### config.mk
export PLATFORM = sky130hd
export DESIGN_NAME = soc_pmem_loader
export DESIGN_NICKNAME = d
export VERILOG_FILES = /design/src/rtl/soc_pmem_loader.sv
export SDC_FILE = /design/constraint.sdc
export NUM_CORES = 1
export LEC_CHECK = 0
export ABC_AREA = 1
export CORE_ASPECT_RATIO = 0.5
export CORE_MARGIN = 3
export CORE_UTILIZATION = 58
export CTS_CLUSTER_SIZE = 25
export DETAILED_ROUTE_END_ITERATION = 8
export DONT_BUFFER_PORTS = 1
export PLACE_DENSITY_LB_ADDON = 0.12
export SLEW_MARGIN = 5
export SYNTH_ARGS = -nofsm -noshare
export SYNTH_HDL_FRONTEND = slang
export SYNTH_SLANG_ARGS = --single-unit
export TNS_END_PERCENT = 10
### constraint.sdc
create_clock -name mclk -period 2.79 [get_ports mclk]
set_input_delay 0.279 -clock mclk [delete_from_list [all_inputs] [get_ports mclk]]
set_output_delay 0.279 -clock mclk [all_outputs]
set_load 0.01 [all_outputs]
### src/rtl/soc_pmem_loader.sv
// soc_pmem_loader: framed byte-stream program loader feeding one port of the
// dual-port program memory. Receives ADDR/CNT header, 16-bit little-endian
// data words and an XOR checksum byte; holds the CPU in reset while loading.
// Optional read-back verification of every written word is enabled by
// defining PMEM_LOADER_VERIFY_EN.
module soc_pmem_loader #(
    parameter int ADDR_MSB = 11
) (
    input  logic              mclk,
    input  logic              reset_n,
    input  logic              load_en,
    input  logic [7:0]        rx_data,
    input  logic              rx_valid,
    output logic              rx_ready,
    output logic              ram_en,
    output logic [1:0]        ram_we,
    output logic [ADDR_MSB:0] ram_addr,
    output logic [15:0]       ram_din,
    input  logic [15:0]       ram_dout,
    output logic              cpu_hold,
    output logic              done,
    output logic              err
);

    // One past the last legal word address, kept 17 bits wide so that a
    // load ending exactly at the top of memory is representable.
    localparam logic [16:0] DEPTH = 17'd1 << (ADDR_MSB + 1);

    typedef enum logic [3:0] {
        S_IDLE,
        S_ADDR_LO,
        S_ADDR_HI,
        S_CNT_LO,
        S_CNT_HI,
        S_DATA_LO,
        S_DATA_HI,
        S_WRITE,
        S_CHK,
        S_DONE,
        S_ERR
`ifdef PMEM_LOADER_VERIFY_EN
        ,
        S_VERIFY_RD,
        S_VERIFY_CMP
`endif
    } state_t;

    state_t      state_reg, state_next;
    logic [15:0] addr_reg, addr_next;
    logic [15:0] cnt_reg, cnt_next;
    logic [7:0]  chk_reg, chk_next;
    logic [7:0]  lo_reg, lo_next;

    logic        accept;
    logic        busy;
    logic [15:0] hdr_cnt;
    logic [16:0] hdr_end;
    logic        hdr_bad;

    assign accept  = rx_valid & rx_ready;
    assign busy    = !(state_reg inside {S_IDLE, S_DONE, S_ERR});
    // Full word count as it stands once CNT_HI is on the bus.
    assign hdr_cnt = {rx_data, cnt_reg[7:0]};
    assign hdr_end = {1'b0, addr_reg} + {1'b0, hdr_cnt};
    // Start address outside the RAM, or the block running past its end.
    assign hdr_bad = ({1'b0, addr_reg} >= DEPTH) || (hdr_end > DEPTH);

`ifndef PMEM_LOADER_VERIFY_EN
    // Read data is only consumed by the verify path.
    logic unused_dout;
    assign unused_dout = ^ram_dout;
`endif

    // Next-state, header/data capture and running checksum.
    always_comb begin
        state_next = state_reg;
        addr_next  = addr_reg;
        cnt_next   = cnt_reg;
        chk_next   = chk_reg;
        lo_next    = lo_reg;
        if (busy && !load_en) begin
            state_next = S_IDLE;
        end else begin
            case (state_reg)
                S_IDLE: begin
                    if (load_en) begin
                        state_next = S_ADDR_LO;
                        chk_next   = 8'h00;
                    end
                end
                S_ADDR_LO: begin
                    if (accept) begin
                        addr_next  = {addr_reg[15:8], rx_data};
                        chk_next   = chk_reg ^ rx_data;
                        state_next = S_ADDR_HI;
                    end
                end
                S_ADDR_HI: begin
                    if (accept) begin
                        addr_next  = {rx_data, addr_reg[7:0]};
                        chk_next   = chk_reg ^ rx_data;
                        state_next = S_CNT_LO;
                    end
                end
                S_CNT_LO: begin
                    if (accept) begin
                        cnt_next   = {cnt_reg[15:8], rx_data};
                        chk_next   = chk_reg ^ rx_data;
                        state_next = S_CNT_HI;
                    end
                end
                S_CNT_HI: begin
                    if (accept) begin
                        cnt_next = hdr_cnt;
                        chk_next = chk_reg ^ rx_data;
                        if (hdr_bad)
                            state_next = S_ERR;
                        else if (hdr_cnt == 16'd0)
                            state_next = S_CHK;
                        else
                            state_next = S_DATA_LO;
                    end
                end
                S_DATA_LO: begin
                    if (accept) begin
                        lo_next    = rx_data;
                        chk_next   = chk_reg ^ rx_data;
                        state_next = S_DATA_HI;
                    end
                end
                S_DATA_HI: begin
                    if (accept) begin
                        chk_next   = chk_reg ^ rx_data;
                        state_next = S_WRITE;
                    end
                end
                S_WRITE: begin
                    addr_next = addr_reg + 16'd1;
                    cnt_next  = cnt_reg - 16'd1;
`ifdef PMEM_LOADER_VERIFY_EN
                    state_next = S_VERIFY_RD;
`else
                    state_next = (cnt_reg == 16'd1) ? S_CHK : S_DATA_LO;
`endif
                end
`ifdef PMEM_LOADER_VERIFY_EN
                S_VERIFY_RD: begin
                    state_next = S_VERIFY_CMP;
                end
                S_VERIFY_CMP: begin
                    // ram_din still holds the word just written.
                    if (ram_dout != ram_din)
                        state_next = S_ERR;
                    else
                        state_next = (cnt_reg == 16'd0) ? S_CHK : S_DATA_LO;
                end
`endif
                S_CHK: begin
                    if (accept)
                        state_next = (rx_data == chk_reg) ? S_DONE : S_ERR;
                end
                S_DONE, S_ERR: begin
                    if (!load_en)
                        state_next = S_IDLE;
                end
                default: state_next = S_IDLE;
            endcase
        end
    end

    // State registers plus outputs registered from the upcoming state.
    always_ff @(posedge mclk or negedge reset_n) begin
        if (!reset_n) begin
            state_reg <= S_IDLE;
            addr_reg  <= 16'h0000;
            cnt_reg   <= 16'h0000;
            chk_reg   <= 8'h00;
            lo_reg    <= 8'h00;
            rx_ready  <= 1'b0;
            ram_en    <= 1'b0;
            ram_we    <= 2'b00;
            ram_addr  <= '0;
            ram_din   <= 16'h0000;
            cpu_hold  <= 1'b0;
            done      <= 1'b0;
            err       <= 1'b0;
        end else begin
            state_reg <= state_next;
            addr_reg  <= addr_next;
            cnt_reg   <= cnt_next;
            chk_reg   <= chk_next;
            lo_reg    <= lo_next;
            rx_ready  <= state_next inside {S_ADDR_LO, S_ADDR_HI, S_CNT_LO, S_CNT_HI,
                                            S_DATA_LO, S_DATA_HI, S_CHK};
            cpu_hold  <= !(state_next inside {S_IDLE, S_DONE, S_ERR});
`ifdef PMEM_LOADER_VERIFY_EN
            ram_en    <= (state_next == S_WRITE) || (state_next == S_VERIFY_RD);
`else
            ram_en    <= (state_next == S_WRITE);
`endif
            ram_we    <= (state_next == S_WRITE) ? 2'b11 : 2'b00;
            // Address and data are only updated for a write and hold otherwise.
            if (state_next == S_WRITE) begin
                ram_addr <= addr_reg[ADDR_MSB:0];
                ram_din  <= {rx_data, lo_reg};
            end
            // done/err survive into IDLE and clear when a new load starts
            // or when a load in progress is aborted.
            if (state_next == S_DONE)
                done <= 1'b1;
            else if (state_next == S_ADDR_LO || (busy && state_next == S_IDLE))
                done <= 1'b0;
            if (state_next == S_ERR)
                err <= 1'b1;
            else if (state_next == S_ADDR_LO || (busy && state_next == S_IDLE))
                err <= 1'b0;
        end
    end

endmodule

==> summary.txt <==
Clock network
  – CTS root buf: clkbuf_16
  – TritonCTS clock tree: built
  – Clock Path Buffers: 2
  – Clk sinks: between 80 and 90
  – Reg clk slew, reported paths: approximately 0.070 ns
  – Max H-tree Level: 3
  – Clock Latency Late Sink: 0.35 ns
  – Cts bufs inserted: 9

Yosys
  – Area leader, netlist: dfrtp_1
  – Primary FF master, synth: dfrtp_1
  – Synth unique cells: 46
  – Yosys reg bits: between 80 and 90
  – Sequential area share after synthesis: roughly two fifths
  – Syn. warnings: 0
  – Post-Synthesis Cells: 786
  – Asr flop ratio synth: 100.0%
  – Post-Syn Area: between 5000 and 6000 um^2
  – Post-synth EDFFs: 0
  – Dominant cells by area after synthesis: dfrtp_1, nand2_1, inv_1
  – Syn_nets: 835
  – Mean Syn Cell Area: roughly 7.0 um^2
  – Synth top area share: between 30 and 40%

Final layout
  – Area Overhead vs Synth: 15.94%
  – Post-route insts no fill: around 950
  – Layout cells sized above 1: between 10% and 20%
  – Antenna diodes: 0
  – Post-route cell area: about 6400 um^2
  – Final net count: just under 900

Setup path
  – Startpoint types: register
  – Crit-path max cell delay: 0.41 ns
  – Crit path max-delay family: simple AND/OR/NAND/NOR gates
  – Worst Path Arrival: ~3.3 ns
  – Critical R2R Capture: ram_din[9]$_DFFE_PN0P_
  – Slowest-stage cell, CP: fa_2
  – Reg2reg start: cnt_reg[0]$_DFFE_PN0P_
  – WP buf/inv: 1
  – Crit Path Category: register to register
  – Worst-path fanout max: 15
  – WP data required: 3.02 ns
  – Crit-path cells: ha_2 > fa_2 > or2_4 > nor2_4 > nand2_1 > nor2_1 > nand2_1 > nor2_1 > nand2_1 > nor2_1 > nand2_1 > nand2_2 > nand4_4 > a21oi_4 > nand3_4 > clkbuf_16 > nand2_1 > o21ai_1
  – Reg-to-reg setup timing slack: -0.24 ns
  – Critical path's most frequent cell: nand2_1
  – Reg2Reg Depth: 18
  – Setup crit end kind: register
  – Critical Path Start: cnt_reg[0]$_DFFE_PN0P_

Placement
  – GP Congestion: about 0.95
  – Post-DP HPWL: around 11 mm
  – DP Area: just under 6000 um^2
  – Port-buffer cells: 0
  – DP Cell Count: 925

Floorplanning
  – Core Region: approximately 9000 um^2
  – Die H: approximately 75 um
  – Initial Util: about 60%
  – Die area: between 10,000 and 15,000 um^2
  – Die X: between 100 and 150 um
  – FP Rows: 24
  – I/O pins: 63

STA
  – Final setup fails: 33
  – Tcrit/Tclk final: 108.7%
  – Max-slew violation count: 0
  – Fmax: between 300 and 400 MHz
  – Tmin final: between 3 and 4 ns
  – Unrepaired setup endpoints after global routing: yes
  – Post-route setup slack: -0.2419 ns
  – Clock Skews: ~0.0083 ns
  – Fin. Hold Viols: 0
  – Final hold slack: 0.06215 ns
  – Worst-Margin Slew: around 0.77 ns
  – Slew headroom: approximately half

Pwr
  – Pwr Total: roughly 0.0063 W
  – Switch share: 44.97%
  – Pint: roughly 0.0035 W
  – Clock Power Share: about 19%
  – P_leak: between 3 and 4 nW
  – Sequential share of power: between 30 and 40%
  – Pwr Density: approximately 990 nW/um^2
  – Peak VDD IR: just over 0.0005 V
  – Logic pwr share: a little under half
  – Psw: roughly 0.0028 W

Route
  – DR vias/cell: 5.725
  – Routed Antenna Nets: 0
  – WL per Instance: around 16 um
  – DRC Markers: 0
  – DRT iter0 DRCs: around 600
  – Drt pass-1 iters: 5
  – Total Wirelength: 14.93 mm
  – Routed vias: between 5,000 and 6,000

Run status
  – Outcome: finished with violations
  – Violated checks: negative setup slack

GRT
  – Antenna violations before repair: 0
  – Gr usage total: between 20 and 30%
  – Vias in the first global route: between 4,000 and 5,000
  – Largest net degree at the start of global routing: 86
  – First-pass GRT wire length: between 20 and 25 mm
  – Gr ovfl total: 0

Hold path
  – Hold path startpoint: rx_data[7]
  – Worst hold endpoint: addr_reg[7]$_DFFE_PN0P_
  – Hold crit path type: input pin to register
  – Worst hold stages: 2

Run
  – Max_cap viols: 0
per-stage QoR:
| stage | TNS, ns | setup slack, ns | utilization, % |
|---|---|---|---|
| 2_1_floorplan | 0 | 0.06456 | - |
| 3_3_place_gp | -7.553 | -0.2454 | 65.37 |
| 3_5_place_dp | -8.242 | -0.2704 | 65.37 |
| 4_1_cts | -4.545 | -0.1661 | 69.40 |
| 5_1_grt | -12.50 | -0.4214 | 71.07 |
| 6_report | -6.631 | -0.2419 | 71.07 |
cells by family (layout without fill, tap and decap cells):
| kind of cell | count (synthesis) | after routing | synth area share, % |
|---|---|---|---|
| AOI/OAI and AO/OA | 164 | 164 | 16.73 |
| xor gates and xnor gates | 12 | 12 | 1.910 |
| adders and majority gates | 21 | 21 | 4.910 |
| buffers and inverters | 128 | 173 | 9.229 |
| DFF | 85 | 85 | 38.65 |
| and+or+nand+nor | 376 | 376 | 28.58 |
cells in the mapped netlist, drive strengths merged, types with 2 or more instances:
| master | number |
|---|---|
| nand4 | 10 |
| a22o | 2 |
| nand3 | 46 |
| ha | 20 |
| o211ai | 2 |
| o22ai | 9 |
| o31ai | 2 |
| buf | 10 |
| nor2 | 75 |
| clkbuf | 7 |
| a22oi | 13 |
| inv | 110 |
| nor3 | 6 |
| nor4 | 6 |
| a31oi | 3 |
| xnor2 | 2 |
| nand2 | 228 |
| o21ai | 76 |
| xor2 | 10 |
| a21oi | 50 |
| dfrtp | 85 |
| or2 | 3 |
placed cells by master, fill, tap and decap left out, types with 7 or more instances in the layout:
master     Yosys  routed
nand2_1      227     210
inv_1        104     102
dfrtp_1       85      85
nor2_1        71      68
o21ai_0       53      52
a21oi_1       49      49
nand3_1       45      44
buf_4          2      38
o21ai_1       23      24
ha_1          20      19
nand2_2        1      16
a22oi_1       13      13
clkbuf_16      0      11
xor2_1        10      10
nand4_1        9       9
o22ai_1        9       9
inv_2          5       7
power by group through the flow:
stage	logic (W)	registers [W]	clock network, W
floorplan	0.00198	0.00203	0
global placement	0.00263	0.00209	0
detailed placement	0.00272	0.00210	0
CTS	0.00284	0.00208	0.00122
global route	0.00337	0.00215	0.00129
finish	0.00299	0.00209	0.00122
final cells by class:
cell class | instances | area (um^2)
multi-input cells | 573 | 2955
fillers | 751 | 2597
flip-flops and latches | 85 | 2127
repair buffers | 46 | 426.7
inverters | 111 | 424.2
clock buffers | 9 | 225.2
well taps | 117 | 146.4
clock inverters | 7 | 76.32
worst max-delay path by stage:
stage,endpoint,slack (ns),cells past startpoint
after detailed placement,ram_din[3]$_DFFE_PN0P_,-0.27,19
after global routing,ram_din[0]$_DFFE_PN0P_,-0.42,18
after CTS,ram_din[3]$_DFFE_PN0P_,-0.17,19
final,ram_din[9]$_DFFE_PN0P_,-0.24,18
after global placement,ram_din[6]$_DFFE_PN0P_,-0.25,19
after floorplan,ram_addr[11]$_DFFE_PN0P_,0.06,18
what timing repair did:
| action | in CTS | in global routing |
|---|---|---|
| pin swaps | 0 | 6 |
| setup endpoints to repair | 34 | 37 |
| gates cloned | 0 | 2 |
| hold buffers | 2 | 0 |
| buffers inserted | 0 | 3 |
| resized for setup | 8 | 27 |
| hold endpoints to repair | 85 | 0 |
layer usage:
metal	vias to the layer above	share of wire, %	track usage, %
met2	258	41	41.13
li1	2649	-	-
met5	-	0	0
met1	2491	46	41.01
met3	29	11	6.536
met4	0	1.7	7.829
(Power assumes the default switching activity.)
